$ cat config.mk
export PLATFORM = sky130hd
export DESIGN_NAME = debounce_multi
export DESIGN_NICKNAME = d
export VERILOG_FILES = /design/src/rtl/debounce_multi.sv
export SDC_FILE = /design/constraint.sdc
export NUM_CORES = 1
export LEC_CHECK = 0
export ABC_AREA = 1
export CAP_MARGIN = 40
export CORE_MARGIN = 2
export CORE_UTILIZATION = 50
export CTS_BUF_LIST = sky130_fd_sc_hd__clkbuf_2 sky130_fd_sc_hd__clkbuf_4 sky130_fd_sc_hd__clkbuf_8
export CTS_CLUSTER_DIAMETER = 50
export DETAILED_ROUTE_END_ITERATION = 7
export PLACE_DENSITY_LB_ADDON = 0.25
export REMOVE_ABC_BUFFERS = 1
export SYNTH_ARGS = -nofsm -noshare
export SYNTH_HDL_FRONTEND = slang
export SYNTH_SLANG_ARGS = --single-unit
export TNS_END_PERCENT = 1
$ cat constraint.sdc
create_clock -name clk -period 2.19 [get_ports clk]
set_input_delay 0.219 -clock clk [delete_from_list [all_inputs] [get_ports clk]]
set_output_delay 0.219 -clock clk [all_outputs]
set_load 0.03 [all_outputs]
$ cat src/rtl/debounce_multi.sv
// rtl/debounce_multi.sv - multi-channel counter-qualified debouncer with rise/fall pulses
module debounce_multi #(
  parameter int CHANNELS    = 4,
  parameter int SYNC_STAGES = 2,
  parameter int CNT_WIDTH   = 16,
  parameter int PRESCALE    = 1000,
  parameter int INIT_LEVEL  = 0
) (
  input  logic                 clk,
  input  logic                 rst_n,
  input  logic [CHANNELS-1:0]  din,
  input  logic [CNT_WIDTH-1:0] hold_cnt,
  output logic [CHANNELS-1:0]  dout,
  output logic [CHANNELS-1:0]  rise,
  output logic [CHANNELS-1:0]  fall,
  output logic                 changed
);
  localparam int                  PW       = (PRESCALE > 1) ? $clog2(PRESCALE) : 1;
  localparam logic [PW-1:0]       PLAST    = PW'(PRESCALE - 1);
  localparam logic [CHANNELS-1:0] INIT_VEC = {CHANNELS{INIT_LEVEL != 0}};

  logic [CHANNELS-1:0]  sync_q [SYNC_STAGES];
  logic [CHANNELS-1:0]  sync_d [SYNC_STAGES];
  logic [CNT_WIDTH-1:0] cnt_q  [CHANNELS];
  logic [CNT_WIDTH-1:0] cnt_d  [CHANNELS];
  logic [PW-1:0]        pcnt_q, pcnt_d;
  logic [CHANNELS-1:0]  dout_q, dout_d;
  logic [CHANNELS-1:0]  rise_q, rise_d;
  logic [CHANNELS-1:0]  fall_q, fall_d;
  logic                 changed_q, changed_d;
  logic [CHANNELS-1:0]  s;
  logic                 tick;
  logic [CNT_WIDTH-1:0] hold_last;

  always_comb begin
    sync_d[0] = din;
    for (int k = 1; k < SYNC_STAGES; k++) begin
      sync_d[k] = sync_q[k-1];
    end
  end

  assign s         = sync_q[SYNC_STAGES-1];
  assign tick      = (pcnt_q == PLAST);
  assign pcnt_d    = tick ? '0 : pcnt_q + 1'b1;
  // hold_cnt of 0 behaves as 1, so the last counter value before commit is 0
  assign hold_last = (hold_cnt == '0) ? '0 : hold_cnt - 1'b1;

  always_comb begin
    cnt_d  = cnt_q;
    dout_d = dout_q;
    rise_d = '0;
    fall_d = '0;
    for (int i = 0; i < CHANNELS; i++) begin
      if (s[i] == dout_q[i]) begin
        cnt_d[i] = '0;
      end else if (tick) begin
        // >= lets a lowered hold_cnt commit on the very next tick
        if (cnt_q[i] >= hold_last) begin
          cnt_d[i]  = '0;
          dout_d[i] = s[i];
          rise_d[i] = s[i];
          fall_d[i] = ~s[i];
        end else begin
          cnt_d[i] = cnt_q[i] + 1'b1;
        end
      end
    end
    changed_d = |(rise_d | fall_d);
  end

  always_ff @(posedge clk or negedge rst_n) begin
    if (!rst_n) begin
      for (int k = 0; k < SYNC_STAGES; k++) sync_q[k] <= INIT_VEC;
      for (int i = 0; i < CHANNELS; i++) cnt_q[i] <= '0;
      pcnt_q    <= '0;
      dout_q    <= INIT_VEC;
      rise_q    <= '0;
      fall_q    <= '0;
      changed_q <= 1'b0;
    end else begin
      sync_q    <= sync_d;
      cnt_q     <= cnt_d;
      pcnt_q    <= pcnt_d;
      dout_q    <= dout_d;
      rise_q    <= rise_d;
      fall_q    <= fall_d;
      changed_q <= changed_d;
    end
  end

  assign dout    = dout_q;
  assign rise    = rise_q;
  assign fall    = fall_q;
  assign changed = changed_q;
endmodule
==> results of run 1 <==
==> worst max-delay path, cell delays in order <==
cell and delay [ns]:
buf_6 0.10, inv_2 0.07, buf_6 0.12, ha_4 0.14, nand3_2 0.11, nor4_4 0.39, nor2_1 0.11, buf_4 0.20
ha_1 0.29, nand2_1 0.08, nor2_1 0.04, and2_1 0.15, nor2_1 0.10, nand2_1 0.10, nand2_2 0.10, nand2_4 0.08
nor2_4 0.15, buf_12 0.16, nand2_2 0.06, nand2_1 0.06
==> cells by family (layout without fill, tap and decap cells) <==
| group | count (synthesis) | in the layout | share of synthesized area |
|---|---|---|---|
| AO/OA/AOI/OAI | 62 | 62 | 0.0468 |
| XOR/XNOR | 48 | 48 | 0.0602 |
| adder cells (fa/ha/maj) | 71 | 71 | 0.127 |
| buffers and inverters | 117 | 234 | 0.0684 |
| flip-flops | 95 | 95 | 0.340 |
| AND/OR/NAND/NOR | 582 | 582 | 0.357 |
==> worst paths after layout <==
| check | endpoint | cells after the start | slack, ns |
|---|---|---|---|
| min reg2reg | s[0] | 0 | 0.35 |
| max in group asynchronous | cnt_q[12] | 3 | 1.13 |
| max reg2reg | dout[3] | 8 | 0.10 |
| min | sync_d[1] | 1 | 0.25 |
| min in group asynchronous | cnt_q[24] | 2 | 0.33 |
| max | cnt_q[31] | 20 | -0.29 |
==> sequential cells by signal, summed over array words and instances (netlist names) <==
signal and count:
changed 1, cnt_q 64, dout 4, fall 4, pcnt_q 10, rise 4
s 4, sync_d 4
==> layout make-up <==
type	instances	area, um2
clock buffer	11	151
tap	180	225
timing repair buffer	114	1130
inverter	105	408
multi-input combinational	763	4920
sequential	95	2380
clock inverter	4	52.6
fill	1081	4500
==> synth_stat cells, drive strengths merged <==
master / n / area [um2]
a21oi: 36 / 180
a2bb2oi: 1 / 8.76
a31o: 1 / 8.76
a31oi: 2 / 12.5
and2: 3 / 18.8
and3: 1 / 6.26
buf: 11 / 78.8
clkbuf: 1 / 3.75
clkinv: 1 / 5.00
dfrtp: 95 / 2380
ha: 71 / 888
inv: 104 / 390
nand2: 342 / 1290
nand3: 61 / 305
nand3b: 15 / 113
nand4: 15 / 109
nor2: 117 / 489
nor3: 19 / 106
nor4: 6 / 37.5
o21ai: 19 / 95.1
o21bai: 1 / 7.51
o22ai: 1 / 6.26
o31ai: 1 / 7.51
or2: 3 / 18.8
xnor2: 10 / 87.6
xor2: 38 / 333
==> power breakdown <==
group	switching, mW	internal, mW
sequential	0.00538	1.76
clock	0.658	0.591
combinational	0.290	0.209
==> through the flow <==
step	power [mW]	setup TNS (ns)	instances	setup slack (ns)
6_report	3.51	-13.13	1272	-0.288
5_1_grt	3.65	-21.49	1272	-0.373
4_1_cts	3.43	-26.46	1262	-0.386
3_5_place_dp	2.17	-71.72	1242	-1.01
3_3_place_gp	2.16	-68.96	1242	-0.967
2_1_floorplan	1.95	-19.68	963	-0.313
==> metal layers <==
metal | GRT usage | part of all wire | vias up
met1 | 0.340 | 0.43 | 3236
met4 | 0.103 | 0.037 | 0
met3 | 0.0370 | 0.048 | 64
met5 | 0 | 0 | -
li1 | - | - | 3352
met2 | 0.409 | 0.48 | 211
==> what timing repair did <==
item,CTS,global route
cloned,0,3
buffers inserted,4,7
hold buffers,1,0
pin swaps,13,77
gates resized for setup,47,194
endpoints found under the hold margin,34,0
setup endpoints to repair,77,77
==> summary.md, run 1 <==
| Metric | Value |
|---|---|
| Max Fanout on Critical Path | `7` |
| Yosys Warn Count | `0` |
| Clock Sinks | `95` |
| Commonest non-fill, non-tap cell in the layout | `nand2_1` |
| Total Routing Usage GR | `0.253` |
| Post-synthesis cell area | `6980 um2` |
| Post-synthesis register bit count | `95` |
| Initial antenna violation count | `0` |
| Pwr dens | `379 nW/um2` |
| Final Util | `0.673` |
| DRT antenna net count | `0` |
| Hold slack | `0.255 ns` |
| Min-delay src | `din[1]` |
| Slew @ Worst Pin | `0.529 ns` |
| Synth cell types | `34` |
| Relative slew margins | `0.647` |
| Clk pin slew, worst setup/hold paths | `0.10 ns` |
| Largest net degree at the start of global routing | `40` |
| Post-detail-place hpwl | `12.8 mm` |
| Vias per std cell | `5.40` |
| Final period util | `1.13` |
| Via Count | `6863` |
| Crit path DAT | `2.82 ns` |
| Crit. End Element | `flop` |
| Number of I/O port buffers | `34` |
| Syn_area_per_cell | `7.16 um2` |
| Design area | `9270 um2` |
| MaxCap Viol Count | `0` |
| Setup ws final | `-0.288 ns` |
| Max VDD drop | `0.354 mV` |
| Pre-antenna DRT Iters | `5` |
| Root Driver | `clkbuf_8` |
| CTS Buf Count | `9` |
| DRT iter0 DRCs | `484` |
| Final GP Congestion | `0.906` |
| Status | `finished, violations left` |
| Clock Skews | `0.00826 ns` |
| Initial Util | `0.507` |
| Core area | `13800 um2` |
| HP Class | `input port to flop` |
| Final hold viol count | `0` |
| Final setup violation count | `77` |
| Grt total ovfl | `0` |
| Die Wd | `122 um` |
| Full die area | `14900 um2` |
| Critical path type | `input port to flop` |
| Routed WL | `20.0 mm` |
| Vias in the first global route | `6108` |
| Inserted Diodes | `0` |
| Failing checks | `setup timing` |
| Sequential fraction of the synthesis area | `0.340` |
| Placed cell area | `8000 um2` |
| CTS tree | `built` |
| Worst r2r src | `pcnt_q[0]` |
| Startpoint class of the critical path | `input port` |
| Total number of H-tree levels | `3` |
| Residual DRC count | `0` |
| Clk_lat worst skew | `0.39 ns` |
| Leak Pwr | `4.79 nW` |
| Most frequent cells in the layout | `nand2_1, nor2_1, dfrtp_1, inv_1, buf_4` |
| Floorplan die height | `122 um` |
| RSZ-0062 raised after global routing | `yes` |
| Wirelength per Cell | `15.8 um` |
| CP startpoint | `hold_cnt[0]` |
| Share of layout cells above drive strength 1 | `0.240` |
| Nets | `1181` |
| Area growth syn-to-layout | `32.8%` |
| CP Data Required Time | `2.53 ns` |
| IO Pins | `35` |
| Final min period | `2.48 ns` |
| Row count | `43` |
| Fmax | `403 MHz` |
| Clock Path Buffers | `2` |
| Cells after Synth | `975` |
| First-pass GRT wire length | `29.3 mm` |
| Final Slew Violations | `0` |
Note: power is estimated with default switching activity, not from simulation.
==> inputs of run 2 (changes only) <==
--- a/config.mk
+++ b/config.mk
@@ -12,6 +12,7 @@
 export CTS_BUF_LIST = sky130_fd_sc_hd__clkbuf_2 sky130_fd_sc_hd__clkbuf_4 sky130_fd_sc_hd__clkbuf_8
 export CTS_CLUSTER_DIAMETER = 50
 export DETAILED_ROUTE_END_ITERATION = 7
+export GPL_ROUTABILITY_DRIVEN = 0
 export PLACE_DENSITY_LB_ADDON = 0.25
 export REMOVE_ABC_BUFFERS = 1
 export SYNTH_ARGS = -nofsm -noshare
==> constraint.sdc (replaced) <==
create_clock -name clk -period 2.19 [get_ports clk]
set_input_delay 0.438 -clock clk [delete_from_list [all_inputs] [get_ports clk]]
set_output_delay 0.438 -clock clk [all_outputs]
set_load 0.03 [all_outputs]
==> run 2 against run 1 <==
Against the previous run: the run still ends with setup timing left; non-clock buffer count increased by 10; setup slack got worse by 0.18 ns; die area unchanged; clock power decreased by 11%; hold slack improved by 0.094 ns; fmax decreased by 6.7%; final cell count increased by 0.79%; sequential share of layout area decreased by 0.072 points; power decreased by 3.4%; combinational power increased by 3%; register-to-register slack improved by 0.09 ns; global-route usage decreased by 0.93 points; critical endpoint is now cnt_q[29]; largest power group unchanged.
==> summary.md, run 2 (synthesis results as in run 1) <==
| Metric | Value |
|---|---|
| Setup ws final | `-0.466 ns` |
| Number of I/O port buffers | `34` |
| Post-detail-place hpwl | `12.6 mm` |
| Full die area | `14900 um2` |
| Largest registers | `cnt_q: 64 flops, pcnt_q: 10 flops` |
| Row count | `43` |
| Relative slew margins | `0.517` |
| MaxCap Viol Count | `0` |
| Final hold viol count | `0` |
| CTS tree | `built` |
| Root Driver | `clkbuf_8` |
| Share of layout cells above drive strength 1 | `0.236` |
| First-pass GRT wire length | `28.3 mm` |
| Clock Sinks | `95` |
| Min-delay src | `sync_d[1]` |
| Initial Util | `0.507` |
| Design area | `9300 um2` |
| CTS Buf Count | `9` |
| Residual DRC count | `0` |
| Max Fanout on Critical Path | `6` |
| FF-to-FF End | `fall[0]` |
| Die Wd | `122 um` |
| Register-to-Register Path Depth | `8` |
| Pre-antenna DRT Iters | `5` |
| Clock Skews | `0.0151 ns` |
| Crit path DAT | `2.99 ns` |
| CP Data Required Time | `2.52 ns` |
| Int Power | `2.43 mW` |
| Combinational Power Share | `0.152` |
| HP Class | `flop to flop` |
| Status | `finished, violations left` |
| Wirelength per Cell | `15.2 um` |
| Largest net degree at the start of global routing | `40` |
| Total Routing Usage GR | `0.243` |
| RSZ-0062 raised after global routing | `yes` |
| Most flops, register | `cnt_q` |
| Total number of H-tree levels | `3` |
| Hold Path Depth | `0` |
| Pwr dens | `365 nW/um2` |
| Floorplan die height | `122 um` |
| Final min period | `2.66 ns` |
| Total power | `3.39 mW` |
| IO Pins | `35` |
| NetSw | `0.967 mW` |
| Startpoint class of the critical path | `input port` |
| Critical path type | `input port to flop` |
| Final Slew Violations | `0` |
| Core area | `13800 um2` |
| Slew @ Worst Pin | `0.724 ns` |
| Leak Pwr | `4.78 nW` |
| Initial antenna violation count | `0` |
| Area growth syn-to-layout | `33.1%` |
| Max VDD drop | `0.302 mV` |
| Failing checks | `setup timing` |
| Commonest non-fill, non-tap cell in the layout | `nand2_1` |
| Via Count | `6715` |
| Inserted Diodes | `0` |
| Hold worst-path end | `s[1]` |
| Final period util | `1.21` |
| Routed WL | `19.5 mm` |
| DRT iter0 DRCs | `455` |
| Setup TNS Final | `-29.51 ns` |
| Number of flip-flops in the largest register | `64` |
| Vias per std cell | `5.24` |
| Placed cell area | `8030 um2` |
| Sw frac | `0.285` |
| Final setup violation count | `77` |
| Vias in the first global route | `5947` |
| Clock network power share | `0.328` |
| Final Util | `0.675` |
| Clk_lat worst skew | `0.40 ns` |
| DRT antenna net count | `0` |
| Reg2reg setup slack | `0.19 ns` |
| Fillers | `1123` |
| Sequential share of power | `0.520` |
| Grt total ovfl | `0` |
| Most frequent cells in the layout | `nand2_1, dfrtp_1, nor2_1, inv_1, buf_4` |
| Crit. End Element | `flop` |
| Nets | `1191` |
| Worst r2r src | `pcnt_q[0]` |
| Clk pin slew, worst setup/hold paths | `0.10 ns` |
| Clock Path Buffers | `2` |
| Fmax | `377 MHz` |
run 2: changes by cell type in the layout (fill, tap and decap cells not counted), sizes merged:
cell and change:
buf +10, bufinv -1, dlymetal6s2s +1, clkinv +1, clkinvlp +1, clkbuf -2
run 2: worst max-delay path by stage:
stage           startpoint         to  slack (ns)
4_1_cts        hold_cnt[0]  cnt_q[44]       -0.59
3_5_place_dp   hold_cnt[3]    changed       -1.30
5_1_grt        hold_cnt[8]  cnt_q[24]       -0.58
2_1_floorplan  hold_cnt[0]  cnt_q[60]       -0.53
3_3_place_gp   hold_cnt[6]    changed       -1.21
6_report       hold_cnt[8]  cnt_q[29]       -0.47
run 2: metal layers:
| metal | wire length, um | share of wire | track usage |
|---|---|---|---|
| met1 | 8660 | 0.44 | 0.326 |
| met5 | 0 | 0 | 0 |
| met4 | 768 | 0.039 | 0.103 |
| met3 | 792 | 0.041 | 0.0417 |
| met2 | 9290 | 0.48 | 0.390 |
run 2: area by class of cell:
cell class	instances	area, um2	area share
inverters	105	398	0.0428
clock buffers	10	138	0.0148
flip-flops and latches	95	2380	0.256
clock inverters	5	41.3	0.00444
multi-input cells	763	4940	0.531
well taps	180	225	0.0242
repair buffers	124	1180	0.127
run 2: critical path, cell delays in order:
cell,delay [ns]
buf_6,0.10
nor2_4,0.11
nand2_2,0.08
nor4_2,0.30
nand4_1,0.21
buf_6,0.19
buf_4,0.14
nand3b_1,0.20
ha_1,0.31
nand2_2,0.12
nor2_1,0.07
a21oi_2,0.18
nand2_4,0.10
nor2_4,0.18
clkbuf_16,0.18
nand2_1,0.05
nand2_1,0.05
run 2: through the flow:
stage	worst slack, ns	cells	hold WS [ns]
global placement	-1.21	1248	0.333
floorplan	-0.532	963	0.142
detailed placement	-1.30	1248	0.343
CTS	-0.592	1268	0.358
global route	-0.579	1282	0.370
finish	-0.466	1282	0.348
run 2: power by group through the flow:
stage	sequential, mW	combinational (mW)	clock [mW]
after global placement	1.80	0.362	0
final	1.77	0.515	1.11
after CTS	1.77	0.386	1.15
after global routing	1.77	0.558	1.21
after detailed placement	1.80	0.366	0
after floorplan	1.80	0.152	0
run 2: repair_timing:
item,4_1_cts,5_1_grt
cloned,0,2
endpoints found under the hold margin,24,0
setup buffers,4,12
gates resized for setup,41,188
hold buffers,1,0
setup endpoints to repair,77,77
pin swaps,11,64
